$ cat src/rtl/split_stream_fifo_n_pkg.sv
// Shared constants and FSM encoding for the N-way stream splitter.
package split_stream_fifo_n_pkg;

  // Width of each per-output dropped-packet counter
  localparam int CNT_W = 16;

  typedef enum logic {
    IDLE = 1'b0,
    PKT  = 1'b1
  } state_t;

endpackage

$ cat src/rtl/split_stream_fifo_n_if.sv
// Stream bundle for the splitter: one input stream, N output streams, drop counters.
interface split_stream_fifo_n_if #(
  parameter int WIDTH       = 16,
  parameter int NUM_OUTPUTS = 4
);
  import split_stream_fifo_n_pkg::*;

  logic [NUM_OUTPUTS-1:0]       en_mask;
  logic [WIDTH-1:0]             i_tdata;
  logic                         i_tlast;
  logic                         i_tvalid;
  logic                         i_tready;
  logic [NUM_OUTPUTS*WIDTH-1:0] o_tdata;
  logic [NUM_OUTPUTS-1:0]       o_tlast;
  logic [NUM_OUTPUTS-1:0]       o_tvalid;
  logic [NUM_OUTPUTS-1:0]       o_tready;
  logic [NUM_OUTPUTS*CNT_W-1:0] drop_count;

  // Producer/consumer side (drives input stream and output readies)
  modport master (
    output en_mask, i_tdata, i_tlast, i_tvalid, o_tready,
    input  i_tready, o_tdata, o_tlast, o_tvalid, drop_count
  );

  // Splitter side
  modport slave (
    input  en_mask, i_tdata, i_tlast, i_tvalid, o_tready,
    output i_tready, o_tdata, o_tlast, o_tvalid, drop_count
  );

endinterface

$ cat src/rtl/axi_fifo.sv
// Simple 2**SIZE-deep stream FIFO; output valid the cycle after a push lands.
module axi_fifo #(
  parameter int WIDTH = 17,
  parameter int SIZE  = 5
) (
  input  logic             clk,
  input  logic             reset,
  input  logic             clear,
  input  logic [WIDTH-1:0] i_tdata,
  input  logic             i_tvalid,
  output logic             i_tready,
  output logic [WIDTH-1:0] o_tdata,
  output logic             o_tvalid,
  input  logic             o_tready
);
  localparam int DEPTH = 1 << SIZE;

  logic [WIDTH-1:0] mem [DEPTH];
  logic [SIZE:0]    wr_ptr, rd_ptr;
  logic             full, empty;

  assign empty    = (wr_ptr == rd_ptr);
  assign full     = (wr_ptr[SIZE] != rd_ptr[SIZE]) &&
                    (wr_ptr[SIZE-1:0] == rd_ptr[SIZE-1:0]);
  assign i_tready = ~full;
  assign o_tvalid = ~empty;
  assign o_tdata  = mem[rd_ptr[SIZE-1:0]];

  // Storage array is data only and carries no reset
  always_ff @(posedge clk) begin
    if (i_tvalid && !full) mem[wr_ptr[SIZE-1:0]] <= i_tdata;
  end

  // Read/write pointers; clear flushes without touching storage
  always_ff @(posedge clk or posedge reset) begin
    if (reset) begin
      wr_ptr <= '0;
      rd_ptr <= '0;
    end else if (clear) begin
      wr_ptr <= '0;
      rd_ptr <= '0;
    end else begin
      if (i_tvalid && !full)  wr_ptr <= wr_ptr + 1'b1;
      if (o_tready && !empty) rd_ptr <= rd_ptr + 1'b1;
    end
  end

endmodule

$ cat src/rtl/split_stream_fifo_n_fanout.sv
// Broadcast control: packet FSM, per-packet mask latch, per-output taken bits, drop counters.
module split_stream_fanout
  import split_stream_fifo_n_pkg::*;
#(
  parameter int                     NUM_OUTPUTS = 4,
  parameter logic [NUM_OUTPUTS-1:0] ACTIVE_MASK = {NUM_OUTPUTS{1'b1}},
  parameter int                     DROP_MODE   = 0
) (
  input  logic                         clk,
  input  logic                         reset_n,
  input  logic                         clear,
  input  logic [NUM_OUTPUTS-1:0]       en_mask,
  input  logic                         i_tvalid,
  input  logic                         i_tlast,
  output logic                         i_tready,
  input  logic [NUM_OUTPUTS-1:0]       fifo_rdy,
  output logic [NUM_OUTPUTS-1:0]       push,
  output logic [NUM_OUTPUTS*CNT_W-1:0] drop_count
);
  state_t                 state;
  logic [NUM_OUTPUTS-1:0] cur_mask, taken, pm, mask, accepted, drop_hit;
  logic                   idle, latch, complete, beat_done;

  function automatic logic [CNT_W-1:0] sat_inc(input logic [CNT_W-1:0] v);
    return (v == {CNT_W{1'b1}}) ? v : v + 1'b1;
  endfunction

  // In DROP_MODE a full FIFO at packet start is excluded for the whole packet
  assign pm        = en_mask & ACTIVE_MASK &
                     ((DROP_MODE != 0) ? fifo_rdy : {NUM_OUTPUTS{1'b1}});
  assign drop_hit  = (DROP_MODE != 0) ? (en_mask & ACTIVE_MASK & ~fifo_rdy) : '0;
  assign idle      = (state == IDLE);
  assign latch     = idle & i_tvalid;
  assign mask      = idle ? pm : cur_mask;
  assign push      = {NUM_OUTPUTS{i_tvalid & ~clear}} & mask & ~taken;
  assign accepted  = push & fifo_rdy;
  assign complete  = &(~mask | taken | fifo_rdy);
  assign beat_done = i_tvalid & complete;
  assign i_tready  = reset_n & ~clear & complete;

  // Packet FSM, mask latch, taken tracking and saturating drop counters
  always_ff @(posedge clk or negedge reset_n) begin
    if (!reset_n) begin
      state      <= IDLE;
      cur_mask   <= '0;
      taken      <= '0;
      drop_count <= '0;
    end else if (clear) begin
      state    <= IDLE;
      cur_mask <= '0;
      taken    <= '0;
    end else begin
      if (latch) begin
        cur_mask <= pm;
        for (int k = 0; k < NUM_OUTPUTS; k++) begin
          if (drop_hit[k])
            drop_count[k*CNT_W +: CNT_W] <= sat_inc(drop_count[k*CNT_W +: CNT_W]);
        end
      end
      if (beat_done) begin
        taken <= '0;
        state <= i_tlast ? IDLE : PKT;
      end else begin
        taken <= taken | accepted;
        if (latch) state <= PKT;
      end
    end
  end

endmodule

$ cat src/rtl/split_stream_fifo_n.sv
// N-way stream packet broadcaster with a FIFO per built output.
module split_stream_fifo_n
  import split_stream_fifo_n_pkg::*;
#(
  parameter int                     WIDTH       = 16,
  parameter int                     NUM_OUTPUTS = 4,
  parameter int                     FIFO_SIZE   = 5,
  parameter logic [NUM_OUTPUTS-1:0] ACTIVE_MASK = {NUM_OUTPUTS{1'b1}},
  parameter int                     DROP_MODE   = 0
) (
  input logic                  clk,
  input logic                  reset_n,
  input logic                  clear,
  split_stream_fifo_n_if.slave bus
);
  logic [NUM_OUTPUTS-1:0] fifo_rdy, push;

  split_stream_fanout #(
    .NUM_OUTPUTS (NUM_OUTPUTS),
    .ACTIVE_MASK (ACTIVE_MASK),
    .DROP_MODE   (DROP_MODE)
  ) u_fanout (
    .clk        (clk),
    .reset_n    (reset_n),
    .clear      (clear),
    .en_mask    (bus.en_mask),
    .i_tvalid   (bus.i_tvalid),
    .i_tlast    (bus.i_tlast),
    .i_tready   (bus.i_tready),
    .fifo_rdy   (fifo_rdy),
    .push       (push),
    .drop_count (bus.drop_count)
  );

  for (genvar k = 0; k < NUM_OUTPUTS; k++) begin : g_out
    if (ACTIVE_MASK[k]) begin : g_built
      logic [WIDTH:0] q_data;
      logic           q_vld;

      // {tlast,tdata} travel together through the FIFO
      axi_fifo #(.WIDTH(WIDTH + 1), .SIZE(FIFO_SIZE)) u_fifo (
        .clk      (clk),
        .reset    (~reset_n),
        .clear    (clear),
        .i_tdata  ({bus.i_tlast, bus.i_tdata}),
        .i_tvalid (push[k]),
        .i_tready (fifo_rdy[k]),
        .o_tdata  (q_data),
        .o_tvalid (q_vld),
        .o_tready (bus.o_tready[k])
      );

      // Data and last are forced to zero whenever the output is idle
      assign bus.o_tvalid[k]                  = q_vld;
      assign bus.o_tlast[k]                   = q_vld & q_data[WIDTH];
      assign bus.o_tdata[k*WIDTH +: WIDTH]    = q_vld ? q_data[WIDTH-1:0] : '0;
    end else begin : g_unbuilt
      // Never part of any packet mask; ready value only keeps 'complete' well defined
      assign fifo_rdy[k]                      = 1'b1;
      assign bus.o_tvalid[k]                  = 1'b0;
      assign bus.o_tlast[k]                   = 1'b0;
      assign bus.o_tdata[k*WIDTH +: WIDTH]    = '0;
    end
  end

endmodule

$ cat src/flat_wrapper.sv
// flat-port wrapper written by rule: the top's interface ports become plain ports
module split_stream_fifo_n_flat import split_stream_fifo_n_pkg::*;
#(
  parameter int                     WIDTH       = 16,
  parameter int                     NUM_OUTPUTS = 4,
  parameter int                     FIFO_SIZE   = 5,
  parameter logic [NUM_OUTPUTS-1:0] ACTIVE_MASK = {NUM_OUTPUTS{1'b1}},
  parameter int                     DROP_MODE   = 0
)
  (clk, reset_n, clear, bus_en_mask, bus_i_tdata, bus_i_tlast, bus_i_tvalid, bus_o_tready, bus_i_tready, bus_o_tdata, bus_o_tlast, bus_o_tvalid, bus_drop_count);
  split_stream_fifo_n_if #(.WIDTH(WIDTH), .NUM_OUTPUTS(NUM_OUTPUTS)) bus_i ();
  input logic clk;
  input logic reset_n;
  input logic clear;
  input wire logic [$bits(bus_i.en_mask)-1:0] bus_en_mask;
  input wire logic [$bits(bus_i.i_tdata)-1:0] bus_i_tdata;
  input wire logic [$bits(bus_i.i_tlast)-1:0] bus_i_tlast;
  input wire logic [$bits(bus_i.i_tvalid)-1:0] bus_i_tvalid;
  input wire logic [$bits(bus_i.o_tready)-1:0] bus_o_tready;
  output wire logic [$bits(bus_i.i_tready)-1:0] bus_i_tready;
  output wire logic [$bits(bus_i.o_tdata)-1:0] bus_o_tdata;
  output wire logic [$bits(bus_i.o_tlast)-1:0] bus_o_tlast;
  output wire logic [$bits(bus_i.o_tvalid)-1:0] bus_o_tvalid;
  output wire logic [$bits(bus_i.drop_count)-1:0] bus_drop_count;
  assign bus_i.en_mask = bus_en_mask;
  assign bus_i.i_tdata = bus_i_tdata;
  assign bus_i.i_tlast = bus_i_tlast;
  assign bus_i.i_tvalid = bus_i_tvalid;
  assign bus_i.o_tready = bus_o_tready;
  assign bus_i_tready = bus_i.i_tready;
  assign bus_o_tdata = bus_i.o_tdata;
  assign bus_o_tlast = bus_i.o_tlast;
  assign bus_o_tvalid = bus_i.o_tvalid;
  assign bus_drop_count = bus_i.drop_count;
  split_stream_fifo_n #(.WIDTH(WIDTH), .NUM_OUTPUTS(NUM_OUTPUTS), .FIFO_SIZE(FIFO_SIZE), .ACTIVE_MASK(ACTIVE_MASK), .DROP_MODE(DROP_MODE)) u_core (.clk(clk), .reset_n(reset_n), .clear(clear), .bus(bus_i));
endmodule
$ cat config.mk
export PLATFORM = sky130hd
export DESIGN_NAME = split_stream_fifo_n_flat
export DESIGN_NICKNAME = d
export VERILOG_FILES = /design/src/rtl/split_stream_fifo_n_pkg.sv /design/src/rtl/split_stream_fifo_n_if.sv /design/src/rtl/axi_fifo.sv /design/src/rtl/split_stream_fifo_n_fanout.sv /design/src/rtl/split_stream_fifo_n.sv /design/src/flat_wrapper.sv
export SDC_FILE = /design/constraint.sdc
export NUM_CORES = 2
export LEC_CHECK = 0
export ABC_AREA = 1
export CAP_MARGIN = 20
export CORE_MARGIN = 1.5
export CORE_UTILIZATION = 62
export CTS_BUF_LIST = sky130_fd_sc_hd__clkbuf_4
export CTS_CLUSTER_DIAMETER = 100
export DETAILED_ROUTE_END_ITERATION = 10
export PLACE_DENSITY_LB_ADDON = 0.15
export SYNTH_ARGS = -nofsm -noshare
export SYNTH_HDL_FRONTEND = slang
export SYNTH_SLANG_ARGS = --single-unit
$ cat constraint.sdc
create_clock -name clk -period 4.15 [get_ports clk]
set_input_delay 0.6225 -clock clk [delete_from_list [all_inputs] [get_ports clk]]
set_output_delay 0.6225 -clock clk [all_outputs]
set_load 0.005 [all_outputs]
==> results.md <==
* # H-tree levels at 6
* Synth cell types at 32
* Sequential element share of the synthesized area at 0.743
* Vias in the first global route at 62200
* Half-perimeter wire length after placement at 125000 um
* Dominant synthesized flop cell: edfxtp_1
* Largest stage delay on the critical path at roughly 0.53 ns
* Syn Inst Count at about 7000
* Syn_area_per_cell at 12.6 um2
* # IOs at roughly 170
* Starting Density at 0.625
* Unrepaired setup endpoints after global routing: true
* CP required at 3.53 ns
* Failing checks: DRC, setup timing
* Layout cells sized above 1 at 0.223
* Crit end category: primary output
* Synth top area cells: edfxtp_1 73%, nor2_1 6.6%, o21ai_0 5.8%
* Crit Reg-Reg Startpoint: u_core.g_out[0].g_built.u_fifo.rd_ptr[1]
* Synth Register Bits at 2233
* Power Dens Cells at 549 nW/um2
* Worst Setup Start Kind: flip-flop
* Clock Sinks at roughly 2200
* Commonest non-fill, non-tap cell in the layout: edfxtp_1
* Post-synth top area share at 0.727
* Total grt overflow at 0
* Worst Path Arrival at ~3.7 ns
* Setup violators final at 8
* Die X at about 380 um
* Nets at 7981
* Die height at about 380 um
* Reg2reg end: u_core.g_out[0].g_built.u_fifo.mem[26][6]
* Leakage at roughly 0.037 uW
* Final wirelength at ~260000 um
* Placed inst area at 93900 um2
* Crit path kind: reg2out
* CP max stage cell: clkdlybuf4s50_1
* Routed vias at 64400
* TritonCTS clock tree: done
* Number of flops mapped to enable cells by yosys at 2176
* Max Cap Viol at 0
* Starting DRT DRC Count at between 8000 and 9000
* RD Place Congestion at between 0.8 and 0.9
* Clock root buffer: clkbuf_4
* Worst-Margin Slew at 1.23 ns
* Design Area, Final at roughly 110000 um2
* Fin crit share at 1.04
* CTS buffer count at 568
* Std-Cell Rows at 139
* CTS Buffer Depth at 4
* Asr flop ratio synth at 0.0255
* Hold Vio Cnt, Final at 0
* Fin crit period at between 4 and 5 ns
* Status: finished, violations left
* Cell area after synthesis at approximately 90000 um2
* Area grow syn2layout at 19.3%
* Core region area at 144000 um2
* Drt first pass iters at 11
* Routed Antenna Nets at 0
* Cell taking the most area after synthesis: edfxtp_1
* Die area at roughly 150000 um2
* PortBufs at 101
* Commonest cells after routing, fill and taps aside: 2176 x edfxtp_1, 1426 x nor2_1, 927 x o21ai_0
* Peak VDD IR at ~0.0004 V
* FF-to-FF setup slack at 1.17 ns
* Largest net degree at the start of global routing at 130
* Vias per cell at about 6.3
* Clock-pin transition on the worst setup and hold timing paths at 0.07 ns
* Clock Latency Late Sink at 1.34 ns
* Rel. slew slack at 0.180
* GRT Total Usage at 0.350
* Worst r2r path cells at 15
* Worst Hold Class: in2async
* Initial antenna violation count at 4
* First-pass GRT wire length at 382000 um
* Yosys warns at 0
* Worst-case hold slack at 0.141 ns
* Fmax at 232 MHz
* Wire per inst at about 26 um
* Final Slew Violations at 0
* Max Clock Skew at 0.0748 ns
* CP max FO at 27
* Crit-path cells: buf_12 > inv_12 > buf_16 > nor2_1 > o211ai_1 > o211ai_1 > nand2_1 > nand2_1 > nor2_2 > clkdlybuf4s50_1
* DRC Markers at 48
* Worst Slack Setup Final at -0.164 ns
worst max path at each step:
stage | start | to | slack (ns) | cells after the start
after floorplan | clear | u_core.g_out[0].g_built.u_fifo.mem[15][0] | 1.16 | 7
after CTS | u_core.g_out[0].g_built.u_fifo.rd_ptr[1] | bus_o_tdata[8] | -0.19 | 10
after detailed placement | bus_i_tvalid | u_core.g_out[2].g_built.u_fifo.mem[26][3] | 0.25 | 8
after global placement | bus_i_tvalid | u_core.g_out[2].g_built.u_fifo.mem[13][7] | 0.33 | 8
final | u_core.g_out[0].g_built.u_fifo.rd_ptr[0] | bus_o_tdata[15] | -0.16 | 10
after global routing | u_core.g_out[0].g_built.u_fifo.rd_ptr[0] | bus_o_tdata[6] | -0.24 | 11
state kept, by name, summed over array words and instances, names as in the netlist:
name	cells
u_core.g_out.g_built.u_fifo.mem	2176
u_core.g_out.g_built.u_fifo.rd_ptr	24
u_core.g_out.g_built.u_fifo.wr_ptr	24
u_core.u_fanout.cur_mask	4
u_core.u_fanout.taken	4
u_core.u_fanout.state	1
cell type report:
| cell class | instances | area (um2) |
|---|---|---|
| clock buffers | 815 | 6120 |
| inverters | 79 | 442 |
| multi-input cells | 4368 | 21800 |
| clock inverters | 99 | 482 |
| repair inverters | 13 | 161 |
| well taps | 1903 | 2380 |
| fillers | 8835 | 36500 |
| diodes | 6 | 15.0 |
| repair buffers | 669 | 9070 |
| flip-flops and latches | 2233 | 66800 |
critical path, delay by kind of cell, from the launching register on:
| family | cells | cell delay (ns) |
|---|---|---|
| AO/OA/AOI/OAI | 2 | 0.45 |
| buffers and inverters | 4 | 1.02 |
| AND/OR/NAND/NOR | 4 | 0.41 |
| flip-flops | 1 | 0.51 |
what timing repair did:
action	CTS	global route
endpoints found under the hold margin	1189	45
pin swaps	236	239
buffers inserted	131	45
resized for setup	648	331
hold buffers	21	1
gates cloned	95	14
endpoints found under the setup margin	73	64
where the power goes:
group | total [uW] | switching, uW | internal (uW) | leakage, uW
Clock | 17600 | 8430 | 9180 | 0.00400
Sequential | 24900 | 103 | 24800 | 0.0203
Combinational | 16300 | 9900 | 6440 | 0.0130
Total | 58900 | 18400 | 40400 | 0.0373
per-stage QoR:
stage | utilization | worst slack, ns | instances | setup TNS [ns] | power [uW]
2_1_floorplan | - | 1.16 | 7210 | 0 | 32300
3_3_place_gp | 0.653 | 0.328 | 8967 | 0 | 36300
3_5_place_dp | 0.653 | 0.255 | 8967 | 0 | 36500
4_1_cts | 0.737 | -0.186 | 10100 | -3.57 | 57700
5_1_grt | 0.746 | -0.240 | 10200 | -2.33 | 61000
6_report | 0.746 | -0.164 | 10200 | -0.572 | 58900
metal layers:
metal	part of all wire	GRT usage	wire length [um]
met1	0.36	0.471	94100
met2	0.47	0.543	124000
met3	0.12	0.0739	31700
met4	0.047	0.181	12200
met5	0.000042	0	11
synth_stat cells (10+ instances only):
cell type  instances
inv_2             16
buf_4            104
o22ai_1          314
o21ai_0         1039
o31ai_1           10
clkbuf_1         241
buf_1             30
buf_2            126
a21oi_1           46
ha_1              20
inv_1             59
o21ai_1           92
edfxtp_1        2176
buf_6             28
nand3_1          284
nor2_1          1591
nand2_1          591
xor2_1            14
nand4_1           55
nor3_1            23
dfrtp_1           57
o211ai_1         200
cells by family (layout without fill, tap and decap cells):
family	after synthesis	after routing	synth area share
AOI/OAI and AO/OA	1706	1706	0.105
xor gates and xnor gates	21	21	0.00205
adders and majority gates	20	20	0.00278
buffers and inverters	609	1675	0.0340
DFF	2233	2233	0.743
other	1	70	0.0000417
and+or+nand+nor	2557	2557	0.113
Power figures use the tool's default switching activity.
